[config.mk]
export PLATFORM = sky130hd
export DESIGN_NAME = a2bus_dout_arbiter
export DESIGN_NICKNAME = d
export VERILOG_FILES = /design/src/rtl/a2bus_dout_arbiter.sv
export SDC_FILE = /design/constraint.sdc
export NUM_CORES = 1
export LEC_CHECK = 0
export ABC_AREA = 1
export BUFFER_PORTS_ARGS = -buffer_cell sky130_fd_sc_hd__buf_2
export CORE_ASPECT_RATIO = 1.4
export CORE_UTILIZATION = 46
export DETAILED_ROUTE_END_ITERATION = 6
export HOLD_SLACK_MARGIN = 0.15
export MAX_ROUTING_LAYER = met4
export PLACE_DENSITY = 0.77
export SYNTH_ARGS = -nofsm -noshare
export SYNTH_HDL_FRONTEND = slang
export SYNTH_SLANG_ARGS = --single-unit
[constraint.sdc]
create_clock -name clk -period 1.3 [get_ports clk]
set_input_delay 0.26 -clock clk [delete_from_list [all_inputs] [get_ports clk]]
set_output_delay 0.26 -clock clk [all_outputs]
set_load 0.02 [all_outputs]
[src/rtl/a2bus_dout_arbiter.sv]
// Apple II bus read-data / IRQ arbiter: fixed-priority card grant with locked bus cycles,
// post-cycle output-enable hold, contention detection/counting and masked IRQ aggregation.
module a2bus_dout_arbiter #(
    parameter int unsigned NUM_CARDS   = 3,
    parameter int unsigned DATA_WIDTH  = 8,
    parameter int unsigned HOLD_CYCLES = 2,
    parameter int unsigned CNT_WIDTH   = 8,
    parameter int unsigned IRQ_ENABLE  = 1
) (
    input  logic                            clk,
    input  logic                            reset,
    input  logic                            phi1_posedge_i,
    input  logic [NUM_CARDS-1:0]            card_rd_en_i,
    input  logic [NUM_CARDS*DATA_WIDTH-1:0] card_data_i,
    input  logic [NUM_CARDS-1:0]            card_irq_n_i,
    input  logic [NUM_CARDS-1:0]            irq_mask_i,
    input  logic [DATA_WIDTH-1:0]           default_data_i,
    input  logic                            clear_count_i,
    output logic [DATA_WIDTH-1:0]           data_o,
    output logic                            data_oe_o,
    output logic [NUM_CARDS-1:0]            grant_o,
    output logic                            irq_n_o,
    output logic [NUM_CARDS-1:0]            irq_pending_o,
    output logic                            contention_o,
    output logic [CNT_WIDTH-1:0]            contention_count_o
);

    localparam int unsigned IDX_W  = (NUM_CARDS > 1) ? $clog2(NUM_CARDS) : 1;
    localparam int unsigned HOLD_W = (HOLD_CYCLES > 0) ? $clog2(HOLD_CYCLES + 1) : 1;

    typedef enum logic [1:0] {
        IDLE  = 2'd0,
        GRANT = 2'd1,
        HOLD  = 2'd2
    } state_t;

    state_t                state_q, state_d;
    logic [HOLD_W-1:0]     hold_cnt_q, hold_cnt_d;
    logic [IDX_W-1:0]      gidx_q, gidx_d;
    logic [NUM_CARDS-1:0]  grant_d;
    logic [DATA_WIDTH-1:0] data_d;
    logic                  oe_d;
    logic                  contention_c;

    logic [IDX_W-1:0]      win_idx;
    logic [NUM_CARDS-1:0]  win_onehot;
    logic [DATA_WIDTH-1:0] win_data;
    logic [DATA_WIDTH-1:0] cur_data;
    logic                  any_rd;
    logic                  multi_rd;
    logic                  granted_rd;
    logic                  other_rd;
    logic [NUM_CARDS-1:0]  pending_c;

    // Lowest set request index wins
    always_comb begin
        win_idx    = '0;
        win_onehot = '0;
        for (int i = int'(NUM_CARDS) - 1; i >= 0; i--) begin
            if (card_rd_en_i[i]) begin
                win_idx       = IDX_W'(i);
                win_onehot    = '0;
                win_onehot[i] = 1'b1;
            end
        end
    end

    // Card data for the new winner and for the currently locked grant
    always_comb begin
        win_data = '0;
        cur_data = '0;
        for (int i = 0; i < int'(NUM_CARDS); i++) begin
            if (win_idx == IDX_W'(i)) win_data = card_data_i[i*DATA_WIDTH +: DATA_WIDTH];
            if (gidx_q == IDX_W'(i))  cur_data = card_data_i[i*DATA_WIDTH +: DATA_WIDTH];
        end
    end

    assign any_rd     = |card_rd_en_i;
    assign multi_rd   = |(card_rd_en_i & (card_rd_en_i - NUM_CARDS'(1)));
    assign granted_rd = |(card_rd_en_i & grant_o);
    assign other_rd   = |(card_rd_en_i & ~grant_o);
    assign pending_c  = ~card_irq_n_i & irq_mask_i;

    // Next-state and next-output logic
    always_comb begin
        state_d      = state_q;
        hold_cnt_d   = hold_cnt_q;
        gidx_d       = gidx_q;
        grant_d      = grant_o;
        data_d       = data_o;
        oe_d         = data_oe_o;
        contention_c = 1'b0;

        case (state_q)
            IDLE, HOLD: begin
                contention_c = multi_rd;
                if (any_rd) begin
                    // A request during HOLD aborts the hold exactly like a fresh grant
                    state_d    = GRANT;
                    grant_d    = win_onehot;
                    gidx_d     = win_idx;
                    data_d     = win_data;
                    oe_d       = 1'b1;
                    hold_cnt_d = '0;
                end else if (state_q == IDLE || hold_cnt_q <= HOLD_W'(1)) begin
                    state_d    = IDLE;
                    grant_d    = '0;
                    data_d     = default_data_i;
                    oe_d       = 1'b0;
                    hold_cnt_d = '0;
                end else begin
                    hold_cnt_d = hold_cnt_q - HOLD_W'(1);
                end
            end
            GRANT: begin
                contention_c = other_rd;
                if (!granted_rd) begin
                    grant_d = '0;
                    if (HOLD_CYCLES > 0) begin
                        state_d    = HOLD;
                        hold_cnt_d = HOLD_W'(HOLD_CYCLES);
                    end else begin
                        state_d = IDLE;
                        data_d  = default_data_i;
                        oe_d    = 1'b0;
                    end
                end else if (phi1_posedge_i) begin
                    // End of bus cycle: lock released, winner recomputed from live requests
                    grant_d = win_onehot;
                    gidx_d  = win_idx;
                    data_d  = win_data;
                end else begin
                    data_d = cur_data;
                end
            end
            default: begin
                state_d    = IDLE;
                grant_d    = '0;
                data_d     = default_data_i;
                oe_d       = 1'b0;
                hold_cnt_d = '0;
            end
        endcase
    end

    // State and registered outputs
    always_ff @(posedge clk) begin
        if (reset) begin
            state_q            <= IDLE;
            hold_cnt_q         <= '0;
            gidx_q             <= '0;
            grant_o            <= '0;
            data_o             <= '0;
            data_oe_o          <= 1'b0;
            contention_o       <= 1'b0;
            contention_count_o <= '0;
            irq_pending_o      <= '0;
            irq_n_o            <= 1'b1;
        end else begin
            state_q       <= state_d;
            hold_cnt_q    <= hold_cnt_d;
            gidx_q        <= gidx_d;
            grant_o       <= grant_d;
            data_o        <= data_d;
            data_oe_o     <= oe_d;
            contention_o  <= contention_c;
            irq_pending_o <= pending_c;
            irq_n_o       <= (IRQ_ENABLE != 0) ? ~(|pending_c) : 1'b1;
            if (contention_c) begin
                if (clear_count_i)
                    contention_count_o <= CNT_WIDTH'(1);
                else if (!(&contention_count_o))
                    contention_count_o <= contention_count_o + CNT_WIDTH'(1);
            end else if (clear_count_i) begin
                contention_count_o <= '0;
            end
        end
    end

endmodule

==> reports/results.tsv, run 1 <==
stage	metric	value	unit
worst_hold_path	Min-Delay Path Class	in2reg	
synthesis	sequential area share after synthesis	28.1	%
worst_hold_path	worst hold path startpoint	irq_mask_i[0]	
finish	Antenna diodes	0	
sta	Worst Max-Slew Pin Slew	0.335	ns
clock_tree	depth of the CTS H-tree	2	
synthesis	share of synthesized flip-flops with an asynchronous set or reset	0	%
synthesis	Mapped Cells	397	
synthesis	Top FF cell, synth	dfxtp_1	
route	vias	2996	
setup_path	critical path class	reg2reg	
finish	# fillers	432	
synthesis	Seq cells post-synth	31	
power_and_ir_drop	pwr/cell area	891	nW/um2
sta	Final Worst Setup Slack	-0.103	ns
setup_path	R2R cell count	8	
synthesis	post-synthesis net count	444	
sta	unrepaired setup endpoints after global routing	true	
flow_run	MaxCap Viol Count	0	
finish	final std cells w/o fill	584	
setup_path	RR Endpoint	data_o[0]$_SDFFE_PP0P_	
setup_path	slowest stage cell, crit path	dfxtp_1	
route	Routed WL	7.27	mm
clock_tree	number of buffers created by CTS	5	
global_routing	first-pass GRT wire length	10.9	mm
sta	Final setup violation count	19	
floorplan	Die W	60.6	um
synthesis	top-area cell type share of the netlist area	28.1	%
clock_tree	Clock transition at path regs	0.07	ns
status	run status	finished, violations left	
sta	max-slew violations	0	
route	DRC Markers	0	
finish	Post-Route Utilization	73.2	%
sta	Final period util	108	%
clock_tree	CTS tree	yes	
power_and_ir_drop	Peak VDD IR	0.684	mV
setup_path	RR Startpoint	grant_o[2]$_SDFFE_PP0P_	
place	RD Place Congestion	0.882	
status	failing checks	negative setup slack	
setup_path	CP max FO	9	
sta	slew margin rel.	77.6	%
worst_hold_path	Hold Path Depth	3	
sta	Hold Vio Cnt, Final	0	
power_and_ir_drop	Final Power	2980	uW
place	Detailed Place HPWL	5.30	mm
route	wire per inst	12.4	um
global_routing	grt ovf	0	
place	dpl cells	564	
worst_hold_path	Hold EP	irq_pending_o[0]$_SDFF_PP0_	
floorplan	initial core utilization	48.3	%
place	PortBufs	69	
route	DR iter-0 viols	145	
setup_path	Critical Path End Type	flip-flop	
setup_path	CP Launch Type	flip-flop	
synthesis	most frequent cell after synthesis	nand2_1	
synthesis	number of enable flip-flop cells after synthesis	0	
floorplan	Die Y	84.0	um
setup_path	Worst Path Arrival	1.59	ns
global_routing	pin count of the biggest net entering global routing	18	
global_routing	vias in the first global route	2797	
floorplan	total die area	5090	um2
global_routing	initial antenna violation count	0	
route	1st-pass router iterations	4	
setup_path	slowest stage delay, CP	0.33	ns
floorplan	row cnt	29	
synthesis	YS warnings	0	
setup_path	cells along the critical path	nand2_1, nand3_1, o21ai_4, inv_4, nor2_1, nor2_1, nand2_1, inv_1	
route	DR vias/cell	5.13	
synthesis	largest area contributor in the netlist	dfxtp_1	
synthesis	Commonest cells post-synth	nand2_1, inv_1, nor2_1	
synthesis	syn_area_per_cell	5.56	um2
power_and_ir_drop	static leakage	0.00185	uW
floorplan	# IOs	70	
sta	f_max	713	MHz
place	Place WS	-0.129	ns
sta	Setup Skew	0.00370	ns
clock_tree	Root Driver	clkbuf_8	
clock_tree	clk sinks	31	
clock_tree	worst-skew pair later-pin latency	0.29	ns
finish	design area	3340	um2
finish	Layout area overhead	51.4	%
place	Post-DP Area	2950	um2
synthesis	Area contributors post-synth	dfxtp_1, nand2_1, nand3_1, inv_1, nor2_1	
synthesis	synth unique cells	23	
setup_path	Critical Path Source	grant_o[2]$_SDFFE_PP0P_	
finish	share of layout cells above drive strength 1	34.7	%
global_routing	Total GRT Usage	28.8	%
setup_path	FF-to-FF setup slack	-0.10	ns
synthesis	Cell Area, Synth	2210	um2
sta	Final Critical Period	1.40	ns
route	Final ANT Viol Nets	0	
finish	Nets	568	
clock_tree	maximum clock path buffer count	2	
floorplan	Core ar.	4570	um2
setup_path	Critical Path RT	1.49	ns
per-layer routing:
metal / GRT usage, % / wire, um / vias up
met5: - / 0 / -
met4: 15.9 / 402 / 0
met3: 5.27 / 296 / 38
met2: 53.2 / 3960 / 112
met1: 25.8 / 2610 / 1364
li1: - / - / 1482
worst max-delay path, delay by kind of cell, from the launching register on:
family          cells  cell delay [ns]
compound gates      1             0.33
buf+inv             2             0.15
flops               1             0.33
simple gates        5             0.51
state kept, by name, summed over array words and instances, names as in the netlist:
name and cells:
contention_count_o 8, contention_o 1, data_o 8, data_oe_o 1, gidx_q 2, grant_o 3
hold_cnt_q 2, irq_n_o 1, irq_pending_o 3, state_q 2
report_power, final:
| group | leakage (uW) | switching [uW] | internal [uW] |
|---|---|---|---|
| logic | 0.00152 | 528 | 388 |
| clock network | 0.0000612 | 383 | 620 |
| registers | 0.000261 | 46.3 | 1020 |
kinds of logic (layout without fill, tap and decap cells):
logic type	after synthesis	after routing	share of synthesized area (%)
buffers and inverters	80	205	14.1
adder cells (fa/ha/maj)	2	2	1.13
flip-flops	31	31	28.1
AO/OA/AOI/OAI	39	39	9.52
AND/OR/NAND/NOR	245	245	47.2
what timing repair did:
item / 4_1_cts / 5_1_grt
resized for setup: 8 / 47
hold endpoints to repair: 3 / 0
pin swaps: 2 / 20
hold buffers: 3 / 0
setup buffers: 0 / 9
endpoints found under the setup margin: 14 / 22
placed cells by master, fill, tap and decap left out, types with 5 or more instances in the layout:
cell	count
nand2_1	107
buf_2	69
inv_1	65
nand3_1	51
nor2_1	50
buf_4	48
dfxtp_1	19
o21ai_0	14
a21oi_1	13
nand2_2	9
dfxtp_2	9
nand4_1	6
clkbuf_8	6
o21ai_1	5
worst max-delay path by stage:
| stage | endpoint | slack (ns) | cells past startpoint |
|---|---|---|---|
| floorplan | grant_o[0]$_SDFFE_PP0P_ | -0.002 | 7 |
| global placement | data_o[7]$_SDFFE_PP0P_ | -0.09 | 10 |
| detailed placement | data_o[0]$_SDFFE_PP0P_ | -0.13 | 10 |
| CTS | data_o[0]$_SDFFE_PP0P_ | -0.05 | 10 |
| global route | data_o[0]$_SDFFE_PP0P_ | -0.20 | 8 |
| finish | data_o[0]$_SDFFE_PP0P_ | -0.10 | 8 |
area by class of cell:
cell class	instances	area [um2]	area share, %
Inverter	73	279	8.34
Clock inverter	2	35.0	1.05
Multi-Input combinational cell	286	1440	43.0
Clock buffer	6	82.6	2.47
Tap cell	62	77.6	2.32
Timing Repair Buffer	124	790	23.6
Sequential cell	31	643	19.2
per-stage QoR:
step / setup TNS [ns] / hold WS [ns]
2_1_floorplan: -0.00157 / 0.348
3_3_place_gp: -0.612 / 0.436
3_5_place_dp: -1.12 / 0.440
4_1_cts: -0.314 / 0.196
5_1_grt: -3.20 / 0.208
6_report: -1.03 / 0.198
Note: power is estimated with default switching activity, not from simulation.
==> inputs of run 2 (changes only) <==
--- a/config.mk
+++ b/config.mk
@@ -8,6 +8,7 @@
 export ABC_AREA = 1
 export BUFFER_PORTS_ARGS = -buffer_cell sky130_fd_sc_hd__buf_2
 export CORE_ASPECT_RATIO = 1.4
+export CORE_MARGIN = 3
 export CORE_UTILIZATION = 46
 export DETAILED_ROUTE_END_ITERATION = 6
 export HOLD_SLACK_MARGIN = 0.15
==> run 2 against run 1 <==
Effect of this change: the run still ends with negative setup slack left; clock-buffer cell count stayed put; hold slack better by 0.012 ns; final cell count shrank 0.51%; sequential cell count stayed put; first-iteration DRC count is 32% lower; die area grew 12%; non-clock buffer count is 4 lower.
==> reports/results.tsv, run 2 (same netlist as run 1, synthesis figures left out) <==
stage	metric	value	unit	change
status	run status	finished, violations left		
status	failing checks	negative setup slack		
floorplan	row cnt	29		unchanged
setup_path	R2R cell count	10		+2
finish	Nets	565		-0.53%
route	Final ANT Viol Nets	0		unchanged
sta	Final Critical Period	1.48	ns	+0.0766 ns
place	Detailed Place HPWL	5.26	mm	-0.72%
setup_path	RR Startpoint	hold_cnt_q[1]$_SDFFE_PP0P_		
place	Place WS	-0.101	ns	+0.0275 ns
setup_path	capture point of the worst path	data_o[2]$_SDFFE_PP0P_		
global_routing	initial antenna violation count	0		unchanged
power_and_ir_drop	static leakage	0.00182	uW	-1.6%
sta	Setup Skew	0.00400	ns	+0.000296 ns
floorplan	initial core utilization	48.3	%	unchanged
finish	Post-Route Utilization	72.8	%	-0.36 points
sta	Final period util	114	%	+5.9 points
sta	Final Worst Setup Slack	-0.180	ns	-0.0766 ns
finish	commonest non-fill, non-tap cell in the layout	nand2_1		
global_routing	first-pass GRT wire length	11.1	mm	+2.0%
setup_path	Critical Path Source	hold_cnt_q[1]$_SDFFE_PP0P_		
finish	largest registers	contention_count_o x8, data_o x8		
floorplan	# IOs	70		unchanged
floorplan	total die area	5680	um2	+12%
route	Routed WL	7.02	mm	-3.5%
power_and_ir_drop	Peak VDD IR	0.620	mV	-9.4%
route	DR vias/cell	5.03		-2.0%
setup_path	critical path class	reg2reg		
sta	Final setup violation count	12		-7
setup_path	CP max FO	4		-5
floorplan	Die W	64.6	um	+6.6%
setup_path	Buf+Inv Stages, Crit Path	3		+1
sta	slew margin rel.	77.9	%	+0.35 points
setup_path	RR Endpoint	data_o[2]$_SDFFE_PP0P_		
clock_tree	Clock transition at path regs	0.07	ns	about the same
floorplan	Die Y	88.0	um	+4.8%
setup_path	Critical Path End Type	flip-flop		
route	1st-pass router iterations	4		unchanged
setup_path	Worst Path Arrival	1.66	ns	+0.07 ns
global_routing	Total GRT Usage	25.7	%	-3.1 points
finish	Antenna diodes	0		unchanged
place	RD Place Congestion	0.851		-3.6%
global_routing	grt ovf	0		unchanged
route	wire per inst	12.1	um	-3.0%
sta	Hold Vio Cnt, Final	0		unchanged
global_routing	pin count of the biggest net entering global routing	19		+1
sta	unrepaired setup endpoints after global routing	true		
setup_path	critical path depth	10		+2
place	PortBufs	69		unchanged
clock_tree	worst-skew pair later-pin latency	0.28	ns	about the same
finish	share of layout cells above drive strength 1	35.1	%	+0.39 points
worst_hold_path	Hold Path Depth	3		unchanged
setup_path	largest delay contributor family on the critical path	simple AND/OR/NAND/NOR gates		
floorplan	Core ar.	4570	um2	unchanged
global_routing	vias in the first global route	2844		+1.7%
sta	f_max	676	MHz	-5.2%
route	vias	2922		-2.5%
finish	design area	3330	um2	-0.49%
setup_path	Critical Path RT	1.48	ns	about the same
clock_tree	clk sinks	31		unchanged
clock_tree	Root Driver	clkbuf_8		
setup_path	slowest stage delay, CP	0.35	ns	+0.02 ns
route	DR iter-0 viols	98		-32%
worst_hold_path	Min-Delay Path Class	in2reg		
clock_tree	number of buffers created by CTS	5		unchanged
clock_tree	maximum clock path buffer count	2		unchanged
setup_path	slowest stage cell, crit path	dfxtp_2		
finish	Layout area overhead	50.7	%	
sta	max-slew violations	0		unchanged
sta	setup tns final	-1.36	ns	-0.332 ns
setup_path	CP Launch Type	flip-flop		
sta	Worst Max-Slew Pin Slew	0.330	ns	-0.00517 ns
route	DRC Markers	0		unchanged
flow_run	MaxCap Viol Count	0		unchanged
clock_tree	CTS tree	yes		
finish	most frequent cells in the layout	nand2_1, buf_2, inv_1, nand3_1, nor2_1		
place	Post-DP Area	2940	um2	-0.25%
setup_path	cells along the critical path	inv_2, ha_4, nor3_4, nand2_2, o21ai_4, clkinvlp_4, nor2_2, nor2_1, nand2_1, inv_1		
power_and_ir_drop	pwr/cell area	894	nW/um2	+0.30%
sta	hold slack	0.209	ns	+0.0116 ns
setup_path	FF-to-FF setup slack	-0.18	ns	-0.08 ns
clock_tree	depth of the CTS H-tree	2		unchanged
run 2: changes by cell type in the layout (fill, tap and decap cells not counted), sizes merged:
cell,change
clkinvlp,+1
buf,-4
run 2: worst min path at each step:
stage                     slack (ns)                     endpoint       startpoint
after detailed placement        0.44  irq_pending_o[2]$_SDFF_PP0_  card_irq_n_i[2]
after floorplan                 0.35  irq_pending_o[2]$_SDFF_PP0_  card_irq_n_i[2]
after CTS                       0.20  irq_pending_o[0]$_SDFF_PP0_    irq_mask_i[0]
final                           0.21  irq_pending_o[0]$_SDFF_PP0_    irq_mask_i[0]
after global routing            0.22  irq_pending_o[0]$_SDFF_PP0_    irq_mask_i[0]
after global placement          0.44  irq_pending_o[1]$_SDFF_PP0_  card_irq_n_i[1]
run 2: layout make-up:
type | instances | area (um2)
multi-input combinational | 286 | 1430
fill | 423 | 1240
timing repair buffer | 120 | 771
sequential | 31 | 641
inverter | 73 | 282
clock buffer | 6 | 82.6
tap | 62 | 77.6
clock inverter | 2 | 35.0
timing repair inverter | 1 | 7.51
run 2: timing repair:
action,CTS,global route
gates cloned,1,0
setup endpoints to repair,14,25
endpoints found under the hold margin,3,0
hold buffers,3,0
pin swaps,15,21
resized for setup,19,42
setup buffers,5,1
run 2: tightest hold or removal path, cell delays in order:
cell and delay (ns):
buf_2 0.10, inv_1 0.04, nor3_1 0.04
run 2: report_power, final:
| group | leakage (uW) | internal, uW | switching, uW |
|---|---|---|---|
| registers | 0.000261 | 1020 | 46.8 |
| logic | 0.00149 | 387 | 528 |
| clock network | 0.0000612 | 620 | 376 |
run 2: per-stage QoR:
stage / total power, uW / instances
after floorplan: 1550 / 397
after global placement: 1870 / 563
after detailed placement: 1880 / 563
after CTS: 2930 / 580
after global routing: 3140 / 581
final: 2980 / 581
run 2: metal layers:
layer,up-vias,global-route usage [%],share of wire (%)
met2,108,48.5,54
met4,0,18.1,4.8
met1,1306,23.5,36
met3,34,3.21,4.6
li1,1474,-,-
met5,-,-,0
==> inputs of run 3 (changes only) <==
==> constraint.sdc (replaced) <==
create_clock -name clk -period 1.2 [get_ports clk]
set_input_delay 0.24 -clock clk [delete_from_list [all_inputs] [get_ports clk]]
set_output_delay 0.24 -clock clk [all_outputs]
set_load 0.02 [all_outputs]
==> run 3 against run 2 <==
Effect of this change: the run still ends with negative setup slack left; register-to-register slack improved by 0.05 ns; combinational power rose by 3.2%; sequential share of layout area rose by 0.84 points; sequential power rose by 8%; setup slack improved by 0.053 ns; core utilization fell by 2.4 points; critical path type unchanged; largest cell class unchanged; largest power group unchanged; highest routed layer unchanged.
==> reports/results.tsv, run 3 (same netlist as run 1, synthesis figures left out) <==
stage	metric	value	unit	change
status	run status	finished, violations left		
status	failing checks	negative setup slack		
sta	f_max	754	MHz	+12%
floorplan	row cnt	29		unchanged
clock_tree	maximum clock path buffer count	2		unchanged
global_routing	first-pass GRT wire length	10.7	mm	-4.3%
sta	Final Worst Setup Slack	-0.126	ns	+0.0531 ns
clock_tree	Clock transition at path regs	0.07	ns	about the same
clock_tree	CTS tree	yes		
place	Place WS	-0.171	ns	-0.0697 ns
route	Routed WL	6.58	mm	-6.3%
clock_tree	number of buffers created by CTS	5		unchanged
setup_path	largest delay contributor family on the critical path	simple AND/OR/NAND/NOR gates		
floorplan	Die Y	88.0	um	unchanged
setup_path	Critical Path RT	1.42	ns	-0.06 ns
sta	max-slew violations	0		unchanged
floorplan	# IOs	70		unchanged
clock_tree	clk sinks	31		unchanged
setup_path	Worst Path Arrival	1.54	ns	-0.12 ns
power_and_ir_drop	Peak VDD IR	0.727	mV	+17%
setup_path	CP max FO	5		+1
setup_path	Critical Path End Type	flip-flop		
power_and_ir_drop	static leakage	0.00181	uW	-0.45%
setup_path	critical path class	reg2reg		
flow_run	MaxCap Viol Count	0		unchanged
floorplan	initial core utilization	48.3	%	unchanged
finish	final std cells w/o fill	579		-0.34%
finish	most frequent cells in the layout	nand2_1, buf_2, inv_1, nand3_1, nor2_1		
route	DRC Markers	0		unchanged
finish	Nets	563		-0.35%
sta	hold slack	0.188	ns	-0.0215 ns
clock_tree	worst-skew pair later-pin latency	0.29	ns	about the same
worst_hold_path	Min-Delay Path Class	in2reg		
power_and_ir_drop	pwr/cell area	986	nW/um2	+10%
place	PortBufs	69		unchanged
place	dpl cells	565		+0.36%
setup_path	Buf+Inv Stages, Crit Path	3		unchanged
floorplan	Die W	64.6	um	unchanged
route	1st-pass router iterations	4		unchanged
route	DR vias/cell	4.87		-3.1%
sta	Hold Vio Cnt, Final	0		unchanged
sta	unrepaired setup endpoints after global routing	true		
finish	Post-Route Utilization	70.4	%	-2.4 points
setup_path	slowest stage cell, crit path	dfxtp_4		
setup_path	Most common cell on crit path	buf_4		
place	Detailed Place HPWL	5.23	mm	-0.49%
sta	slew margin rel.	79.3	%	+1.4 points
global_routing	initial antenna violation count	0		unchanged
route	DR iter-0 viols	137		+40%
setup_path	slowest stage delay, CP	0.37	ns	+0.02 ns
sta	Final Critical Period	1.33	ns	-0.153 ns
floorplan	total die area	5680	um2	unchanged
route	vias	2822		-3.4%
finish	Layout area overhead	45.8	%	
finish	largest registers	contention_count_o x8, data_o x8		
place	RD Place Congestion	0.874		+2.7%
floorplan	Core ar.	4570	um2	unchanged
sta	Worst Max-Slew Pin Slew	0.310	ns	-0.0198 ns
setup_path	FF-to-FF setup slack	-0.13	ns	+0.05 ns
route	Final ANT Viol Nets	0		unchanged
global_routing	Total GRT Usage	24.5	%	-1.2 points
finish	commonest non-fill, non-tap cell in the layout	nand2_1		
global_routing	pin count of the biggest net entering global routing	18		-1
clock_tree	Root Driver	clkbuf_8		
setup_path	CP Launch Type	flip-flop		
sta	Final period util	111	%	-3.3 points
route	wire per inst	11.4	um	-6.0%
sta	Setup Skew	0.00630	ns	+0.00230 ns
power_and_ir_drop	Final Power	3180	uW	+6.7%
global_routing	vias in the first global route	2634		-7.4%
clock_tree	depth of the CTS H-tree	2		unchanged
setup_path	cells along the critical path	inv_4, nor2_4, buf_4, nand2_1, nand2_2, buf_4, nand4_1, a21oi_1		
global_routing	grt ovf	0		unchanged
finish	Antenna diodes	0		unchanged
sta	Final setup violation count	23		+11
finish	share of layout cells above drive strength 1	32.7	%	-2.4 points
[run 3: cell count changes in the layout (fill, tap and decap cells not counted), sizes merged]
cell and delta:
buf -1, clkinvlp -1
[run 3: area by class of cell]
cell class              instances  area (um2)
clock inverters                 2        35.0
repair buffers                119         732
well taps                      62        77.6
fillers                       427        1350
inverters                      73         283
multi-input cells             286        1360
flip-flops and latches         31         647
clock buffers                   6        82.6
[run 3: final timing paths]
check	depth (start not counted)	end	start
max	8	contention_count_o[1]$_SDFFE_PP0P_	state_q[0]$_SDFFE_PP0P_
min	3	irq_pending_o[0]$_SDFF_PP0_	irq_mask_i[0]
max reg2reg	8	contention_count_o[1]$_SDFFE_PP0P_	state_q[0]$_SDFFE_PP0P_
min reg2reg	1	hold_cnt_q[0]$_SDFFE_PP0P_	hold_cnt_q[0]$_SDFFE_PP0P_
[run 3: repair_timing]
action                                  4_1_cts  5_1_grt
endpoints found under the hold margin         3        0
setup buffers                                 1        2
endpoints found under the setup margin       23       25
resized for setup                             7       19
hold buffers                                  3        0
pin swaps                                     0        7
[run 3: routing by layer]
layer  GRT usage, %  share of wire (%)  up-vias
li1               -                  -     1473
met1           23.4                 39     1248
met2           46.6                 53       76
met5              -                  0        -
met4           12.9                4.1        0
met3           3.85                3.6       25
[run 3: worst register-to-register path: cells and delay by family, from the launching register on]
family / cells / cell delay [ns]
and+or+nand+nor: 4 / 0.40
AOI/OAI and AO/OA: 1 / 0.15
DFF: 1 / 0.37
buffers and inverters: 3 / 0.34
[run 3: per-stage QoR]
step                setup TNS (ns)  cell area (um2)
detailed placement           -2.32             2980
global route                 -4.44             3220
CTS                          -2.01             3150
finish                       -2.32             3220
floorplan                   -0.857             2260
global placement             -1.66             2980
[run 3: where the power goes]
group	total (uW)	internal [uW]	switching [uW]
Clock	1080	671	412
Sequential	1150	1100	44.9
Combinational	944	397	547
